[src/rtl/gpu_pkg.sv]
// Shared types and widths for the memory port arbiter.
//   arb_state_t     : arbiter FSM state encoding (IDLE, SERVE)
//   CONFLICT_CNT_W  : width of the conflict-cycle statistics counter
//   GRANT_CNT_W     : width of the grant statistics counter
package gpu_pkg;

    typedef enum logic {
        IDLE  = 1'b0,
        SERVE = 1'b1
    } arb_state_t;

    localparam int CONFLICT_CNT_W = 32;
    localparam int GRANT_CNT_W    = 16;

endpackage

[src/rtl/mem_port_arbiter_rr_select.sv]
// Round-robin priority picker (purely combinational).
// Returns a one-hot grant for the first requesting port found at or after
// the pointer, wrapping from NUM_PORTS-1 back to 0.
//   i_req   : per-port request vector
//   i_ptr   : current round-robin pointer (highest-priority port)
//   o_grant : one-hot grant, all zero when nothing is requested
module rr_select #(
    parameter int NUM_PORTS = 4,
    parameter int PTR_W     = 2
) (
    input  logic [NUM_PORTS-1:0] i_req,
    input  logic [PTR_W-1:0]     i_ptr,
    output logic [NUM_PORTS-1:0] o_grant
);

    logic w_found;

    // Walk the ports in priority order starting from the pointer; the first
    // requester wins and blocks every later candidate.
    always_comb begin
        o_grant = '0;
        w_found = 1'b0;
        for (int off = 0; off < NUM_PORTS; off++) begin
            for (int p = 0; p < NUM_PORTS; p++) begin
                if (!w_found && i_req[p] && (p == (int'(i_ptr) + off) % NUM_PORTS)) begin
                    o_grant[p] = 1'b1;
                    w_found    = 1'b1;
                end
            end
        end
    end

endmodule

[src/rtl/mem_port_arbiter.sv]
// Round-robin arbiter sharing one single-port memory between NUM_PORTS
// requesters. One request is accepted per cycle; reads return one cycle later.
// Optional statistics counters are built when ARB_STATS_EN is defined.
//
//   state | meaning
//   IDLE  | no requests and no read response outstanding
//   SERVE | requests being arbitrated or a read response in flight
//
// Ports:
//   clk, reset            : clock, synchronous active-high reset
//   req / req_we          : per-port request and write qualifier
//   req_addr / req_wdata  : per-port packed address and write data
//   grant                 : one-hot accept pulse (request consumed)
//   rvalid / rdata        : one-hot read response and its data (held otherwise)
//   mem_en/mem_we/mem_addr/mem_wdata : memory command, mem_rdata : read data
//   busy                  : high while in SERVE
//   conflict_cycles, grant_count : saturating stats (ARB_STATS_EN only)
module mem_port_arbiter
    import gpu_pkg::*;
#(
    parameter int NUM_PORTS  = 4,
    parameter int DATA_WIDTH = 8,
    parameter int ADDR_WIDTH = 5
) (
    input  logic                             clk,
    input  logic                             reset,
    input  logic [NUM_PORTS-1:0]             req,
    input  logic [NUM_PORTS-1:0]             req_we,
    input  logic [NUM_PORTS*ADDR_WIDTH-1:0]  req_addr,
    input  logic [NUM_PORTS*DATA_WIDTH-1:0]  req_wdata,
    output logic [NUM_PORTS-1:0]             grant,
    output logic [NUM_PORTS-1:0]             rvalid,
    output logic [DATA_WIDTH-1:0]            rdata,
    output logic                             mem_en,
    output logic                             mem_we,
    output logic [ADDR_WIDTH-1:0]            mem_addr,
    output logic [DATA_WIDTH-1:0]            mem_wdata,
    input  logic [DATA_WIDTH-1:0]            mem_rdata,
    output logic                             busy
`ifdef ARB_STATS_EN
    ,
    output logic [CONFLICT_CNT_W-1:0]        conflict_cycles,
    output logic [GRANT_CNT_W-1:0]           grant_count
`endif
);

    localparam int PTR_W = (NUM_PORTS > 1) ? $clog2(NUM_PORTS) : 1;

    arb_state_t             r_state;
    arb_state_t             w_state_nxt;
    logic [PTR_W-1:0]       r_ptr;
    logic [PTR_W-1:0]       w_gnt_idx;
    logic [NUM_PORTS-1:0]   w_pick;
    logic [NUM_PORTS-1:0]   w_grant;
    logic [NUM_PORTS-1:0]   r_rvalid;
    logic [DATA_WIDTH-1:0]  r_rdata_hold;
    logic                   w_any_req;

    rr_select #(
        .NUM_PORTS (NUM_PORTS),
        .PTR_W     (PTR_W)
    ) u_rr_select (
        .i_req   (req),
        .i_ptr   (r_ptr),
        .o_grant (w_pick)
    );

    assign w_any_req = |req;

    // Nothing is accepted during reset, so a read can never be launched in
    // the reset cycle and the memory sees no command.
    assign w_grant = reset ? '0 : w_pick;
    assign grant   = w_grant;

    always_comb begin
        mem_en    = 1'b0;
        mem_we    = 1'b0;
        mem_addr  = '0;
        mem_wdata = '0;
        w_gnt_idx = '0;
        for (int i = 0; i < NUM_PORTS; i++) begin
            if (w_grant[i]) begin
                mem_en    = 1'b1;
                mem_we    = req_we[i];
                mem_addr  = req_addr[i*ADDR_WIDTH +: ADDR_WIDTH];
                mem_wdata = req_wdata[i*DATA_WIDTH +: DATA_WIDTH];
                w_gnt_idx = PTR_W'(i);
            end
        end
    end

    always_ff @(posedge clk) begin
        if (reset) begin
            r_ptr <= '0;
        end else if (mem_en) begin
            r_ptr <= (w_gnt_idx == PTR_W'(NUM_PORTS - 1)) ? '0 : w_gnt_idx + 1'b1;
        end
    end

    always_ff @(posedge clk) begin
        if (reset) begin
            r_rvalid     <= '0;
            r_rdata_hold <= '0;
        end else begin
            r_rvalid <= w_grant & ~req_we;
            if (|r_rvalid) begin
                r_rdata_hold <= mem_rdata;
            end
        end
    end

    // Responses are masked while reset is high so an in-flight read is dropped.
    assign rvalid = reset ? '0 : r_rvalid;
    assign rdata  = reset ? '0 : ((|r_rvalid) ? mem_rdata : r_rdata_hold);

    always_ff @(posedge clk) begin
        if (reset) begin
            r_state <= IDLE;
        end else begin
            r_state <= w_state_nxt;
        end
    end

    always_comb begin
        w_state_nxt = r_state;
        busy        = 1'b0;
        case (r_state)
            IDLE: begin
                if (w_any_req) begin
                    w_state_nxt = SERVE;
                end
            end
            SERVE: begin
                busy = !reset;
                if (!w_any_req && !(|r_rvalid)) begin
                    w_state_nxt = IDLE;
                end
            end
            default: w_state_nxt = IDLE;
        endcase
    end

`ifdef ARB_STATS_EN
    logic [CONFLICT_CNT_W-1:0] r_conflict_cycles;
    logic [GRANT_CNT_W-1:0]    r_grant_count;

    always_ff @(posedge clk) begin
        if (reset) begin
            r_conflict_cycles <= '0;
            r_grant_count     <= '0;
        end else begin
            // More than one bit set <=> clearing the lowest set bit leaves something.
            if (((req & (req - 1'b1)) != '0) && (r_conflict_cycles != '1)) begin
                r_conflict_cycles <= r_conflict_cycles + 1'b1;
            end
            if (mem_en && (r_grant_count != '1)) begin
                r_grant_count <= r_grant_count + 1'b1;
            end
        end
    end

    assign conflict_cycles = r_conflict_cycles;
    assign grant_count     = r_grant_count;
`endif

endmodule

[config.mk]
export PLATFORM = sky130hd
export DESIGN_NAME = mem_port_arbiter
export DESIGN_NICKNAME = d
export VERILOG_FILES = /design/src/rtl/gpu_pkg.sv /design/src/rtl/mem_port_arbiter_rr_select.sv /design/src/rtl/mem_port_arbiter.sv
export SDC_FILE = /design/constraint.sdc
export NUM_CORES = 1
export LEC_CHECK = 0
export CAP_MARGIN = 5
export CORE_UTILIZATION = 34
export DETAILED_ROUTE_END_ITERATION = 10
export PLACE_DENSITY_LB_ADDON = 0.1
export SYNTH_ARGS = -nofsm -noshare
export SYNTH_HDL_FRONTEND = slang
export SYNTH_SLANG_ARGS = --single-unit
export TNS_END_PERCENT = 1
[constraint.sdc]
create_clock -name clk -period 3.1 [get_ports clk]
set_input_delay 0.31 -clock clk [delete_from_list [all_inputs] [get_ports clk]]
set_output_delay 0.31 -clock clk [all_outputs]
set_load 0.1 [all_outputs]
==> Word level (Yosys, flattened, before mapping) <==
Index checks and enable logic that the tools add are counted.
{ "classes": {"addsub": 4, "multipliers": 0, "n_div": 0, "n_lt_le_gt_ge": 0, "eq_ne": 13, "shift": 0, "mux": 58, "bitwise": 6, "reduce_logical": 59} }
{ "op_table": {"columns": ["cell", "count"], "rows": [
  ["zero test 32 bit", 4],
  ["2-to-1 mux 8 bit", 6],
  ["2-to-1 mux 1 bit", 42],
  ["logical AND 1 bit", 32],
  ["2-to-1 mux 5 bit", 4],
  ["equality test 3 bit (first input constant)", 6],
  ["zero test 1 bit", 18],
  ["equality test 2 x 3 -> 1 bit (first input constant)", 3],
  ["2-to-1 mux 4 bit", 2],
  ["OR reduction 4 bit", 2],
  ["2-to-1 mux 2 bit", 3],
  ["OR reduction 2 bit", 3],
  ["adder 2 x 1 -> 2 bit (second input constant)", 2],
  ["adder 2 bit (second input constant)", 2],
  ["bitwise AND 4 bit", 1],
  ["equality test 2 bit (first input constant)", 2],
  ["NOT 4 bit", 1],
  ["bitwise AND 1 bit (first input constant)", 3],
  ["equality test 1 x 2 -> 1 bit (first input constant)", 1],
  ["equality test 2 bit (second input constant)", 1],
  ["one-hot mux 1 bit (2 select lines)", 1],
  ["NOT 1 bit", 1]
]} }
{ "totals": {"ff_bits": 15, "latchBits": 0, "ramBits": 0, "rom_bits": 0, "input_bits": 70, "out_inout_bits": 32, "elab_cells": 144, "n_memories": 0} }

==> Logic depth before layout (Yosys ltp) <==
{ "logic_depth": {"ltp_word": 69, "ltp_mapped": 7, "ltp_nobuf": 4} }

==> Hierarchy <==
A second synthesis with hierarchy kept.
{ "unflattened": {"cells_unflattened": 156, "hier_area_um2": 1281.2} }
{ "by_module_without_submodules": {"columns": ["module", "instances", "cells_each", "area_each_um2", "seq_area_each_um2"], "rows": [
  ["mem_port_arbiter", 1, 139, 1178.6, 300.3],
  ["rr_select", 1, 17, 102.6, 0.0]
]} }

==> Worst setup path after synthesis <==
No wires, ideal clock.
{ "synth_timing": {"path_kind": "input port to output port", "startpoint": "input port req[3]", "endpoint": "output port mem_addr[0]", "arrival_ns": 2.785, "t_required_ns": 2.790, "setup_slack_ns": 0.005, "path_stages": 5, "path_buffers": 1, "path_cell_list": "or3_1 > o311ai_4 > buf_6 > nand3_1 > a31oi_1"} }
{ "synth_between": {"elab_chain_len": 53, "word_cells_on_any_way": 68} }
{ "synth_rtl": {"columns": ["element", "line_no", "source"], "rows": [
  ["start: declaration", "mem_port_arbiter.sv:27", "input logic [NUM_PORTS-1:0] req,"],
  ["logical AND 1 bit (2 in series)", "mem_port_arbiter_rr_select.sv:25", "if (!w_found && i_req[p] && (p == (int'(i_ptr) + off) % NUM_PORTS)) begin"],
  ["2-to-1 mux 1 bit", "mem_port_arbiter_rr_select.sv:25", null],
  ["zero test 1 bit", "mem_port_arbiter_rr_select.sv:25", null],
  ["logical AND 1 bit (2 in series)", "mem_port_arbiter_rr_select.sv:25", null],
  ["2-to-1 mux 1 bit", "mem_port_arbiter_rr_select.sv:25", null],
  ["zero test 1 bit", "mem_port_arbiter_rr_select.sv:25", null],
  ["logical AND 1 bit (2 in series)", "mem_port_arbiter_rr_select.sv:25", null],
  ["2-to-1 mux 1 bit", "mem_port_arbiter_rr_select.sv:25", null],
  ["(+32 left out)", null, null],
  ["zero test 1 bit", "mem_port_arbiter_rr_select.sv:25", null],
  ["logical AND 1 bit (2 in series)", "mem_port_arbiter_rr_select.sv:25", null],
  ["2-to-1 mux 1 bit", "mem_port_arbiter_rr_select.sv:25", null],
  ["zero test 1 bit", "mem_port_arbiter_rr_select.sv:25", null],
  ["logical AND 1 bit (2 in series)", "mem_port_arbiter_rr_select.sv:25", null],
  ["2-to-1 mux 1 bit", "mem_port_arbiter_rr_select.sv:25", null],
  ["2-to-1 mux 4 bit *", "mem_port_arbiter.sv:72", "assign w_grant = reset ? '0 : w_pick;"],
  ["2-to-1 mux 5 bit *", "mem_port_arbiter.sv:82", "if (w_grant[i]) begin"],
  ["end: declaration", "mem_port_arbiter.sv:36", "output logic [ADDR_WIDTH-1:0] mem_addr,"]
]} }
Every way passes the cells marked *; elsewhere a longest branch is shown, timed or not.

==> Worst setup path in the final report <==
{ "layout_timing": {"startpoint": "input port req[2]", "endpoint": "output port mem_addr[3]"} }
{ "layout_between": {"elab_chain_len": 57, "word_cells_on_any_way": 73} }
{ "layout_rtl": {"columns": ["element", "line_no"], "rows": [
  ["logical AND 1 bit (2 in series)", "mem_port_arbiter_rr_select.sv:25"],
  ["2-to-1 mux 1 bit", "mem_port_arbiter_rr_select.sv:25"],
  ["zero test 1 bit", "mem_port_arbiter_rr_select.sv:25"],
  ["logical AND 1 bit (2 in series)", "mem_port_arbiter_rr_select.sv:25"],
  ["2-to-1 mux 1 bit", "mem_port_arbiter_rr_select.sv:25"],
  ["zero test 1 bit", "mem_port_arbiter_rr_select.sv:25"],
  ["logical AND 1 bit (2 in series)", "mem_port_arbiter_rr_select.sv:25"],
  ["2-to-1 mux 1 bit", "mem_port_arbiter_rr_select.sv:25"],
  ["(+36 left out)", null],
  ["zero test 1 bit", "mem_port_arbiter_rr_select.sv:25"],
  ["logical AND 1 bit (2 in series)", "mem_port_arbiter_rr_select.sv:25"],
  ["2-to-1 mux 1 bit", "mem_port_arbiter_rr_select.sv:25"],
  ["zero test 1 bit", "mem_port_arbiter_rr_select.sv:25"],
  ["logical AND 1 bit (2 in series)", "mem_port_arbiter_rr_select.sv:25"],
  ["2-to-1 mux 1 bit", "mem_port_arbiter_rr_select.sv:25"],
  ["2-to-1 mux 4 bit *", "mem_port_arbiter.sv:72"],
  ["2-to-1 mux 5 bit *", "mem_port_arbiter.sv:82"]
]} }
Marked as above.

==> impl_metrics.env <==
export IMPL_status="completed"
export IMPL_cts_resized=0
export IMPL_insertion_delay_ns=0.28
export IMPL_final_common_cell="clkdlybuf4s50_1"
export IMPL_diodes=0
export IMPL_critPathLaunch="req[2]"
export IMPL_routedWlPerCell_um=15.4
export IMPL_holdWs_ns=0.498
export IMPL_seq_area_frac_synth=0.252
export IMPL_yosysWarnings=0
export IMPL_portBuffers=101
export IMPL_tightest_slew_ns=0.884
export IMPL_drt_iter0_drc=66
export IMPL_grt_first_pass_wirelength_um=6260
export IMPL_netSwitchingFraction=0.507
export IMPL_period_needed_ns=2.87
export IMPL_cp_required_ns=2.79
export IMPL_synthCells=147
export IMPL_drive_above_1_share=0.202
export IMPL_vias=1606
export IMPL_ir_drop_v=0.000239
export IMPL_hold_viol_final=0
export IMPL_post_cts_setup_buffer_count=0
export IMPL_grt_start_max_net_pins=23
export IMPL_comb_power_share=0.695
export IMPL_initial_core_util=0.358
export IMPL_fmax_mhz=348
export IMPL_nNetsFinal=313
export IMPL_final_antenna_net_count=0
export IMPL_cp_end_kind="output port"
export IMPL_fin_crit_sh=0.927
export IMPL_clockBufferDepth=2
export IMPL_gp_congestion=0.859
export IMPL_core_mm2=0.00334
export IMPL_antenna_found_initial=0
export IMPL_die_x_um=61.3
export IMPL_power_density_mw_per_mm2=455
export IMPL_holdPathStages=2
export IMPL_io_pins=102
export IMPL_grt_pass1_vias=1484
export IMPL_net_switching_power_mw=0.550
export IMPL_fin_setup_tns_ns=0
export IMPL_die_h_um=61.3
export IMPL_pre_cts_ws_ns=0.271
export IMPL_clock_sinks=15
export IMPL_path_max_fanout=17
export IMPL_track_usage=0.224
export IMPL_drt_first_pass_iters=4
export IMPL_clockRootBuffer="clkbuf_4"
export IMPL_cts_buffers=3
export IMPL_r2r_start="r_ptr[1]"
export IMPL_clockPowerShare=0.100
export IMPL_setup_violations_final=0
export IMPL_rr_worst_depth=4
export IMPL_internal_power_mw=0.534
export IMPL_synth_edf_count=0
export IMPL_drc=0
export IMPL_syn_cell_area_mm2=0.00119
export IMPL_seqPwrFrac=0.205
export IMPL_syn_to_final_growth_pct=99.7
export IMPL_viasPerCell=5.58
export IMPL_finalMaxSlewViolations=0
export IMPL_worstReg2RegEnd="r_ptr[1]"
export IMPL_final_cell_area_mm2=0.00238
export IMPL_holdCritStartpoint="r_state"
export IMPL_drt_wl_total_um=4430
export IMPL_clk_pin_slew_worst_paths_ns=0.09
export IMPL_htree_num_levels=1
export IMPL_synthDistinctLibCells=32
export IMPL_hp_class="flip-flop to flip-flop"
export IMPL_rrSetupSlack_ns=1.12
export IMPL_dp_hpwl_um=3420
export IMPL_final_cell_mix="clkdlybuf4s50_1 (69), buf_4 (20), buf_12 (18)"
export IMPL_synth_flop_cell="dfxtp_1"
export IMPL_async_flop_share=0
export IMPL_syn_nets=217
export IMPL_fp_dieArea_mm2=0.00375
export IMPL_global_route_overflow_total=0
export IMPL_fin_skew_ns=0.00703
export IMPL_start_kind="primary input"
export IMPL_min_to="r_state"
export IMPL_fillers=258
export IMPL_relSlewSlack=0.411
export IMPL_row_count=21
export IMPL_cts_hold_buf=0
export IMPL_finalWorstSetupSlack_ns=0.227
export IMPL_drv_cap=0
export IMPL_rsz0062_at_grt="false"
export IMPL_place_area_mm2=0.00236
export IMPL_ys_ff_latch=15
export IMPL_criticalPathCategory="primary input to output port"
export IMPL_syn_avg_cell_area_um2=8.12
export IMPL_cp_arrival_ns=2.56
export IMPL_power_leakage_nw=0.916
export IMPL_cts_tree="yes"
## cell usage after synthesis (2+ instances only)
cell,count,area share
a31oi_1,15,0.079
nor3_1,2,0.0084
nor2b_1,8,0.042
buf_2,6,0.025
buf_6,3,0.028
or3_1,2,0.010
mux2i_1,8,0.067
clkbuf_1,3,0.0094
o31ai_1,14,0.088
a21oi_1,2,0.0084
buf_4,3,0.019
o21ai_1,2,0.0084
inv_1,2,0.0063
nor2_1,13,0.041
nand2_1,2,0.0063
dfxtp_1,15,0.25
nand2b_1,4,0.021
a21oi_2,2,0.015
nand3_1,14,0.059
a32oi_1,14,0.10
and2_1,2,0.010
## flip-flops by register name, indices dropped and copies added (netlist names)
name,cells
r_state,1
r_rdata_hold,8
r_ptr,2
r_rvalid,4
## per-layer routing
layer,GRT usage,part of all wire,vias to the layer above
met1,0.228,0.38,747
met5,0,0,-
met3,0.0357,0.075,10
met4,0.127,0.017,0
li1,-,-,769
met2,0.430,0.53,80
## how the worst max path moves through the flow
| stage | endpoint | slack [ns] | depth (start not counted) |
|---|---|---|---|
| after CTS | mem_we | 0.27 | 6 |
| after floorplan | mem_addr[0] | 0.005 | 5 |
| after global routing | mem_addr[3] | 0.13 | 6 |
| after global placement | mem_we | 0.38 | 6 |
| final | mem_addr[3] | 0.23 | 6 |
| after detailed placement | mem_we | 0.27 | 6 |
## power by group through the flow
stage	combinational, mW	sequential [mW]	clock, mW
3_5_place_dp	0.753	0.227	0
4_1_cts	0.755	0.223	0.114
5_1_grt	0.782	0.226	0.120
6_report	0.753	0.223	0.108
3_3_place_gp	0.741	0.226	0
2_1_floorplan	0.491	0.220	0
## through the flow
step	total power, mW	instances	utilization
6_report	1.08	288	0.714
5_1_grt	1.13	288	0.714
4_1_cts	1.09	288	0.714
3_5_place_dp	0.980	284	0.706
3_3_place_gp	0.968	284	0.706
2_1_floorplan	0.711	147	-
## cell type report
cell class | count | area, µm² | share of cell area
repair buffers | 107 | 1200 | 0.504
multi-input cells | 114 | 791 | 0.332
flip-flops and latches | 15 | 300 | 0.126
well taps | 46 | 57.6 | 0.0241
clock buffers | 4 | 26.3 | 0.0110
inverters | 2 | 7.51 | 0.00315
## critical path, cell delays in order
cell and delay [ns]:
clkdlybuf4s50_1 0.53, nor2b_1 0.21, o221ai_2 0.71, a32oi_1 0.23, a31oi_1 0.34, buf_12 0.22
## kinds of logic after synthesis
kind of cell	synth area share
AOI/OAI and AO/OA	0.373
buffers and inverters	0.0912
DFF	0.252
muxes	0.0671
and+or+nand+nor	0.217
Power figures use the tool's default switching activity.
